## src/rtl/nes_pulse_noise_core.sv

```systemverilog
// NES APU pulse + noise voice core: length counters, envelopes, pulse sequencer
// and 15-bit noise LFSR sharing one programmable frame-tick divider.
module nes_pulse_noise_core #(
   parameter int unsigned FRAME_DIV = 29830
) (
   input  logic       i_clk,
   input  logic       i_reset,
   input  logic [7:0] i_sq_r0,
   input  logic [7:0] i_sq_r1,
   input  logic [7:0] i_sq_r2,
   input  logic [7:0] i_sq_r3,
   input  logic       i_sq_r3_wr,
   input  logic [7:0] i_noise_r0,
   input  logic [7:0] i_noise_r2,
   input  logic [7:0] i_noise_r3,
   input  logic       i_noise_r3_wr,
   input  logic       i_sq_en,
   input  logic       i_noise_en,
   output logic [3:0] o_sq_out,
   output logic [3:0] o_noise_out,
   output logic       o_sq_active,
   output logic       o_noise_active,
   output logic       o_frame_tick
);

   localparam logic [15:0] LP_TICK_AT = 16'(FRAME_DIV - 1);

   function automatic logic [7:0] len_lut(input logic [4:0] idx);
      logic [7:0] v;
      case (idx)
         5'd0:  v = 8'd10;   5'd1:  v = 8'd254; 5'd2:  v = 8'd20;  5'd3:  v = 8'd2;
         5'd4:  v = 8'd40;   5'd5:  v = 8'd4;   5'd6:  v = 8'd80;  5'd7:  v = 8'd6;
         5'd8:  v = 8'd160;  5'd9:  v = 8'd8;   5'd10: v = 8'd60;  5'd11: v = 8'd10;
         5'd12: v = 8'd14;   5'd13: v = 8'd12;  5'd14: v = 8'd26;  5'd15: v = 8'd14;
         5'd16: v = 8'd12;   5'd17: v = 8'd16;  5'd18: v = 8'd24;  5'd19: v = 8'd18;
         5'd20: v = 8'd48;   5'd21: v = 8'd20;  5'd22: v = 8'd96;  5'd23: v = 8'd22;
         5'd24: v = 8'd192;  5'd25: v = 8'd24;  5'd26: v = 8'd72;  5'd27: v = 8'd26;
         5'd28: v = 8'd16;   5'd29: v = 8'd28;  5'd30: v = 8'd32;  default: v = 8'd30;
      endcase
      return v;
   endfunction

   function automatic logic [11:0] noise_lut(input logic [3:0] idx);
      logic [11:0] v;
      case (idx)
         4'd0:  v = 12'd4;    4'd1:  v = 12'd8;    4'd2:  v = 12'd16;   4'd3:  v = 12'd32;
         4'd4:  v = 12'd64;   4'd5:  v = 12'd96;   4'd6:  v = 12'd128;  4'd7:  v = 12'd160;
         4'd8:  v = 12'd202;  4'd9:  v = 12'd254;  4'd10: v = 12'd380;  4'd11: v = 12'd508;
         4'd12: v = 12'd762;  4'd13: v = 12'd1016; 4'd14: v = 12'd2034; default: v = 12'd4068;
      endcase
      return v;
   endfunction

   // Sweep register and several don't-care bits are accepted but have no effect.
   logic w_unused;
   assign w_unused = ^{i_sq_r1, i_noise_r2[6:4], i_noise_r3[2:0]};

   // ---------------- frame divider ----------------
   logic [15:0] r_cnt;
   logic        w_frame_tick;

   assign w_frame_tick = (r_cnt == LP_TICK_AT);
   assign o_frame_tick = w_frame_tick;

   always_ff @(posedge i_clk or posedge i_reset) begin
      if (i_reset)           r_cnt <= 16'd0;
      else if (w_frame_tick) r_cnt <= 16'd0;
      else                   r_cnt <= r_cnt + 16'd1;
   end

   // ---------------- per-channel length + envelope (0 = pulse, 1 = noise) ----------------
   logic [1:0][7:0] w_r0;
   logic [1:0][7:0] w_r3;
   logic [1:0]      w_wr;
   logic [1:0]      w_en;
   logic [1:0][7:0] w_len;
   logic [1:0][3:0] w_vol;

   assign w_r0 = {i_noise_r0, i_sq_r0};
   assign w_r3 = {i_noise_r3, i_sq_r3};
   assign w_wr = {i_noise_r3_wr, i_sq_r3_wr};
   assign w_en = {i_noise_en, i_sq_en};

   generate
      for (genvar gi = 0; gi < 2; gi++) begin : gen_ch
         logic [7:0] r_len;
         logic [3:0] r_env_div;
         logic [3:0] r_decay;
         logic       r_start;

         always_ff @(posedge i_clk or posedge i_reset) begin
            if (i_reset) begin
               r_len     <= 8'd0;
               r_env_div <= 4'd0;
               r_decay   <= 4'd0;
               r_start   <= 1'b0;
            end else begin
               if (!w_en[gi])
                  r_len <= 8'd0;
               else if (w_wr[gi])
                  r_len <= len_lut(w_r3[gi][7:3]);
               else if (w_frame_tick && !w_r0[gi][5] && (r_len != 8'd0))
                  r_len <= r_len - 8'd1;

               // A write coinciding with a tick only arms start; the restart waits a tick.
               if (w_wr[gi]) begin
                  r_start <= 1'b1;
               end else if (w_frame_tick) begin
                  if (r_start) begin
                     r_start   <= 1'b0;
                     r_decay   <= 4'hF;
                     r_env_div <= w_r0[gi][3:0];
                  end else if (r_env_div == 4'd0) begin
                     r_env_div <= w_r0[gi][3:0];
                     if (r_decay != 4'd0)   r_decay <= r_decay - 4'd1;
                     else if (w_r0[gi][5])  r_decay <= 4'hF;
                  end else begin
                     r_env_div <= r_env_div - 4'd1;
                  end
               end
            end
         end

         assign w_len[gi] = r_len;
         assign w_vol[gi] = w_r0[gi][4] ? w_r0[gi][3:0] : r_decay;
      end
   endgenerate

   assign o_sq_active    = (w_len[0] != 8'd0);
   assign o_noise_active = (w_len[1] != 8'd0);

   // ---------------- pulse channel ----------------
   logic [10:0] w_period;
   logic [10:0] r_sq_timer;
   logic [2:0]  r_step;
   logic        r_half;
   logic [7:0]  w_duty_pat;
   logic        w_duty_bit;

   assign w_period = {i_sq_r3[2:0], i_sq_r2};

   always_ff @(posedge i_clk or posedge i_reset) begin
      if (i_reset) begin
         r_half     <= 1'b0;
         r_sq_timer <= 11'd0;
         r_step     <= 3'd0;
      end else begin
         r_half <= ~r_half;
         if (r_half) begin
            if (r_sq_timer == 11'd0) begin
               r_sq_timer <= w_period;
               r_step     <= r_step + 3'd1;
            end else begin
               r_sq_timer <= r_sq_timer - 11'd1;
            end
         end
         if (i_sq_r3_wr) r_step <= 3'd0;
      end
   end

   // Patterns are written step 0 in the MSB.
   always_comb begin
      w_duty_pat = 8'b0100_0000;
      case (i_sq_r0[7:6])
         2'b00:   w_duty_pat = 8'b0100_0000;
         2'b01:   w_duty_pat = 8'b0110_0000;
         2'b10:   w_duty_pat = 8'b0111_1000;
         default: w_duty_pat = 8'b1001_1111;
      endcase
   end

   assign w_duty_bit = w_duty_pat[3'd7 - r_step];
   assign o_sq_out   = (w_duty_bit && (w_len[0] != 8'd0) && (w_period >= 11'd8)) ? w_vol[0] : 4'd0;

   // ---------------- noise channel ----------------
   logic [11:0] r_noise_timer;
   logic [11:0] w_noise_reload;
   logic [14:0] r_lfsr;
   logic        w_fb;

   assign w_noise_reload = noise_lut(i_noise_r2[3:0]) - 12'd1;
   assign w_fb           = r_lfsr[0] ^ (i_noise_r2[7] ? r_lfsr[6] : r_lfsr[1]);

   always_ff @(posedge i_clk or posedge i_reset) begin
      if (i_reset) begin
         r_noise_timer <= 12'd0;
         r_lfsr        <= 15'd1;
      end else if (r_noise_timer == 12'd0) begin
         r_noise_timer <= w_noise_reload;
         r_lfsr        <= {w_fb, r_lfsr[14:1]};
      end else begin
         r_noise_timer <= r_noise_timer - 12'd1;
      end
   end

   assign o_noise_out = (!r_lfsr[0] && (w_len[1] != 8'd0)) ? w_vol[1] : 4'd0;

endmodule

```

## config.mk

```make
export PLATFORM = sky130hd
export DESIGN_NAME = nes_pulse_noise_core
export DESIGN_NICKNAME = d
export VERILOG_FILES = /design/src/rtl/nes_pulse_noise_core.sv
export SDC_FILE = /design/constraint.sdc
export NUM_CORES = 1
export LEC_CHECK = 0
export ABC_CLOCK_PERIOD_IN_PS = 5600
export BUFFER_PORTS_ARGS = -buffer_cell sky130_fd_sc_hd__buf_2
export CAP_MARGIN = 10
export CORE_ASPECT_RATIO = 0.8
export CORE_MARGIN = 3
export CORE_UTILIZATION = 64
export CTS_CLUSTER_SIZE = 25
export DETAILED_ROUTE_END_ITERATION = 12
export PLACE_DENSITY_LB_ADDON = 0.3
export SLEW_MARGIN = 0
export SYNTH_ARGS = -nofsm -noshare
export SYNTH_HDL_FRONTEND = slang
export SYNTH_SLANG_ARGS = --single-unit
```

## constraint.sdc

```tcl
create_clock -name i_clk -period 5.6 [get_ports i_clk]
set_input_delay 0.56 -clock i_clk [delete_from_list [all_inputs] [get_ports i_clk]]
set_output_delay 0.56 -clock i_clk [all_outputs]
set_load 0.05 [all_outputs]
```

==> run summary <==
The wire length per cell came out at 15.58 microns. Of all nets on the critical path, the largest fanout is 6. The number of global-route vias before repair is 4929. The core footprint is 8783 sq um. The number of cell rows is 30. Before antenna repair, the detailed router went through 7 iterations.

The most common library cell in the layout ignoring fill and taps is sky130_fd_sc_hd__dfrtp_1. The delay of the slowest critical-path stage came out at 0.67 ns. For this design, the slowest cell found on the critical path is sky130_fd_sc_hd__or4b_2. The initial antenna violation count came out at 0. The worst hold margin came out at 0.1042 ns. The number of synthesized flops with an enable pin came out at 0. The worst-case vdd ir drop came out at 179.2 uV. The post-layout minimum cycle time came out at 3.226 ns. Setup total negative slack on the finished layout was measured at 0 ns. The worst endpoint required time is 5.04 ns. Measured against its own limit, the worst slew margin works out to 31.60%. Static timing analysis puts the maximum clock frequency at 310.0 MHz.

Global routing used 25.63% of the available tracks across all layers. The synthesized area per cell came out at 8.814 sq um. Port buffering added 56 buffers.

The path class of the tightest hold or removal check is in -> async. At the pin with the least slew margin, the transition time is 1.026 ns. After detailed routing, the number of vias per cell comes to 6.232. The number of buffer and inverter stages on the critical path came out at 2. The signed area change from the synthesized netlist to the final layout came out at 10.24%. Counting every sink on the clock net gives 92. The reported max-cap violation count came out at 0. The power per cell area came out at 242.4 nW/um^2. For this run, the post-layout net count is 814. The library cells used most frequently in the layout, excluding fill and tap cells, are sky130_fd_sc_hd__dfrtp_1, sky130_fd_sc_hd__nand2_1, sky130_fd_sc_hd__nor2_1. In the synthesized netlist the dominant register cell turns out to be sky130_fd_sc_hd__dfrtp_1. In this run the clock root is driven by a sky130_fd_sc_hd__clkbuf_16. TritonCTS built the clock tree.

The cell area that synthesis handed to floorplanning was 6002 sq um. The total instance count after detailed placement came out at 823. The fraction of the core area covered by cells at the end of the flow is 75.33%.

For this configuration, the core starts out at a cell density of 68.33%. The share of synthesized area occupied by flip-flops and latches came out at 38.38%. The antenna diode count is 0. The post-route fraction of the period consumed by the critical path is 57.61%. The total leakage power is 3.071 nW.

The final weighted congestion of routability-driven global placement is 0.9057. The number of setup violations in the final report came out at 0. The fraction of final layout cells sized beyond drive strength 1 came out at 13.87%. The worst clock skew is 0.007941 ns. The number of cells produced by synthesis is 681. The share of synthesized registers carrying an async set or reset came out at 100.0%. The final instance count without filler cells came out at 840. The remaining design rule violation count is 0. The Yosys step of the flow raised 0 warnings. Clock-pin slew was measured on the worst setup and hold paths at 0.07 ns. The cell area reported after detailed placement is 6312 sq um. Setup repair after global routing left no endpoint under its margin. Wires add up to 13090 microns. The pin count of the biggest net entering global routing is 84. The number of clock buffers inserted by TritonCTS came out at 9. The run finished with clean final reports. The signal on the critical path passes through inv_1, ha_1, or4b_2, nor4_4, a221o_1, nor2_1, buf_2. From bottom edge to top edge, the die measures 92.62 microns. The deepest clock path buffer count is 2. The final design area excluding fillers is 6616 sq um. The DRC marker count from the first detailed-route iteration came out at 390.

STA classifies the critical path startpoint as a register. The total via count in the routed design came out at 5235. The number of max-slew violations in the final report is 0. The total of flip-flops plus latches after synthesis came out at 92. The number of library cell types mapped by synthesis came out at 77. The final HPWL from detailed placement came out at 9194 microns. On the critical path the largest part of the delay comes from simple AND/OR/NAND/NOR gates. The worst endpoint data arrival time came out at 2.67 ns. The clock reaches the later pin of the worst-skew pair after 0.34 ns.

The post-detailed-route count of antenna-violating nets is 0. The worst setup path is captured at an output port. Post-CTS repair changed the size of 0 cells. The hold buffer count at CTS is 0. The number of failing hold endpoints at the final stage came out at 0. The first-pass GRT wire length came out at 22310 microns. The post-CTS setup repair buffer count came out at 0. The worst setup path is of the reg -> out kind. The global-route congestion overflow total came out at 0. The net count of the mapped netlist is 772. The floorplan die area came out at 10580 sq um. The number of top-level pins came out at 73.

The horizontal die dimension is 114.3 microns. The H-tree depth reported by CTS is 3.
## cells by family (layout without fill, tap and decap cells)
| logic type | count (synthesis) | count (layout) | synth area share (%) |
|---|---|---|---|
| AND/OR/NAND/NOR | 285 | 285 | 24.62 |
| AO/OA/AOI/OAI | 151 | 151 | 17.26 |
| flip-flops | 92 | 92 | 38.38 |
| buffers and inverters | 69 | 116 | 4.690 |
| XOR/XNOR | 32 | 32 | 4.669 |
| adder cells (fa/ha/maj) | 31 | 31 | 6.379 |
| multiplexers | 21 | 21 | 4.002 |
## synthesized netlist by cell type, types with 4 or more instances
cell	count	share of area [%]
sky130_fd_sc_hd__buf_2	6	0.50
sky130_fd_sc_hd__o211ai_1	7	0.88
sky130_fd_sc_hd__or3_1	12	1.3
sky130_fd_sc_hd__dfrtp_1	91	38
sky130_fd_sc_hd__nor2b_1	5	0.52
sky130_fd_sc_hd__ha_1	29	6.0
sky130_fd_sc_hd__xor2_1	16	2.3
sky130_fd_sc_hd__xnor2_1	16	2.3
sky130_fd_sc_hd__nor4_1	8	0.83
sky130_fd_sc_hd__a211oi_1	4	0.50
sky130_fd_sc_hd__nand4_1	8	0.83
sky130_fd_sc_hd__o31ai_1	6	0.75
sky130_fd_sc_hd__o21ai_0	41	3.4
sky130_fd_sc_hd__a21oi_1	27	2.3
sky130_fd_sc_hd__a31oi_1	15	1.6
sky130_fd_sc_hd__o22a_1	4	0.58
sky130_fd_sc_hd__and3_1	9	0.94
sky130_fd_sc_hd__nand3_1	15	1.3
sky130_fd_sc_hd__nor4b_1	6	0.88
sky130_fd_sc_hd__nor3_1	29	2.4
sky130_fd_sc_hd__o211a_1	6	1.0
sky130_fd_sc_hd__nor2_1	62	3.9
sky130_fd_sc_hd__a22oi_1	4	0.50
sky130_fd_sc_hd__mux2_2	4	0.75
sky130_fd_sc_hd__clkbuf_1	17	1.1
sky130_fd_sc_hd__nand2b_1	7	0.73
sky130_fd_sc_hd__inv_1	40	2.5
sky130_fd_sc_hd__mux2i_1	15	2.5
sky130_fd_sc_hd__nand2_1	89	5.6
sky130_fd_sc_hd__nor3b_1	7	0.88
## stage by stage
stage / setup WS [ns] / total power [mW]
floorplan: 2.650 / 0.9364
global placement: 2.782 / 0.9978
CTS: 2.369 / 1.615
detailed placement: 2.714 / 1.012
finish: 2.374 / 1.604
global route: 2.175 / 1.679
## layout make-up
cell class,instances,area [sq um]
inverter,42,158.9
fill,626,2167
clock inverter,7,67.56
timing repair buffer,58,299.0
clock buffer,9,225.2
sequential,92,2303
tap,112,140.1
multi-input combinational,520,3422
## metal layers
layer / track usage, % / vias to the layer above / part of all wire (%) / wire length [microns]
li1: - / 2538 / - / -
met1: 34.72 / 2510 / 46 / 5967
met2: 40.50 / 168 / 47 / 6206
met3: 5.552 / 19 / 5.5 / 720
met4: 9.594 / 0 / 1.5 / 194
met5: 0 / - / 0 / 0
## power by group
group | switching (mW) | total (mW) | leakage [nW] | internal [mW]
combinational | 0.148 | 0.249 | 1.78 | 0.100
sequential | 0.0485 | 0.755 | 1.14 | 0.707
clock | 0.256 | 0.600 | 0.149 | 0.344
total | 0.453 | 1.60 | 3.07 | 1.15
## path summary, 6_finish.rpt
path / startpoint / endpoint / slack [ns] / cells after the start
min in group i_clk: i_sq_r3[0] / r_sq_timer[8] / 0.44 / 3
hold / removal: i_reset / gen_ch[1].r_len[6] / 0.10 / 2
hold reg to reg: r_lfsr[13] / r_lfsr[12] / 0.46 / 2
setup reg to reg: r_noise_timer[0] / r_noise_timer[7] / 2.74 / 7
max in group asynchronous: i_reset / r_sq_timer[4] / 4.25 / 3
setup / recovery: gen_ch[0].r_len[1] / o_sq_out[1] / 2.37 / 7
## sequential cells by signal, summed over array words and instances (netlist names)
name	flops
r_cnt	16
gen_ch.r_len	16
gen_ch.r_decay	8
gen_ch.r_env_div	8
r_noise_timer	12
r_step	3
r_lfsr	15
gen_ch.r_start	2
r_half	1
r_sq_timer	11
Note: power is estimated with default switching activity, not from simulation.
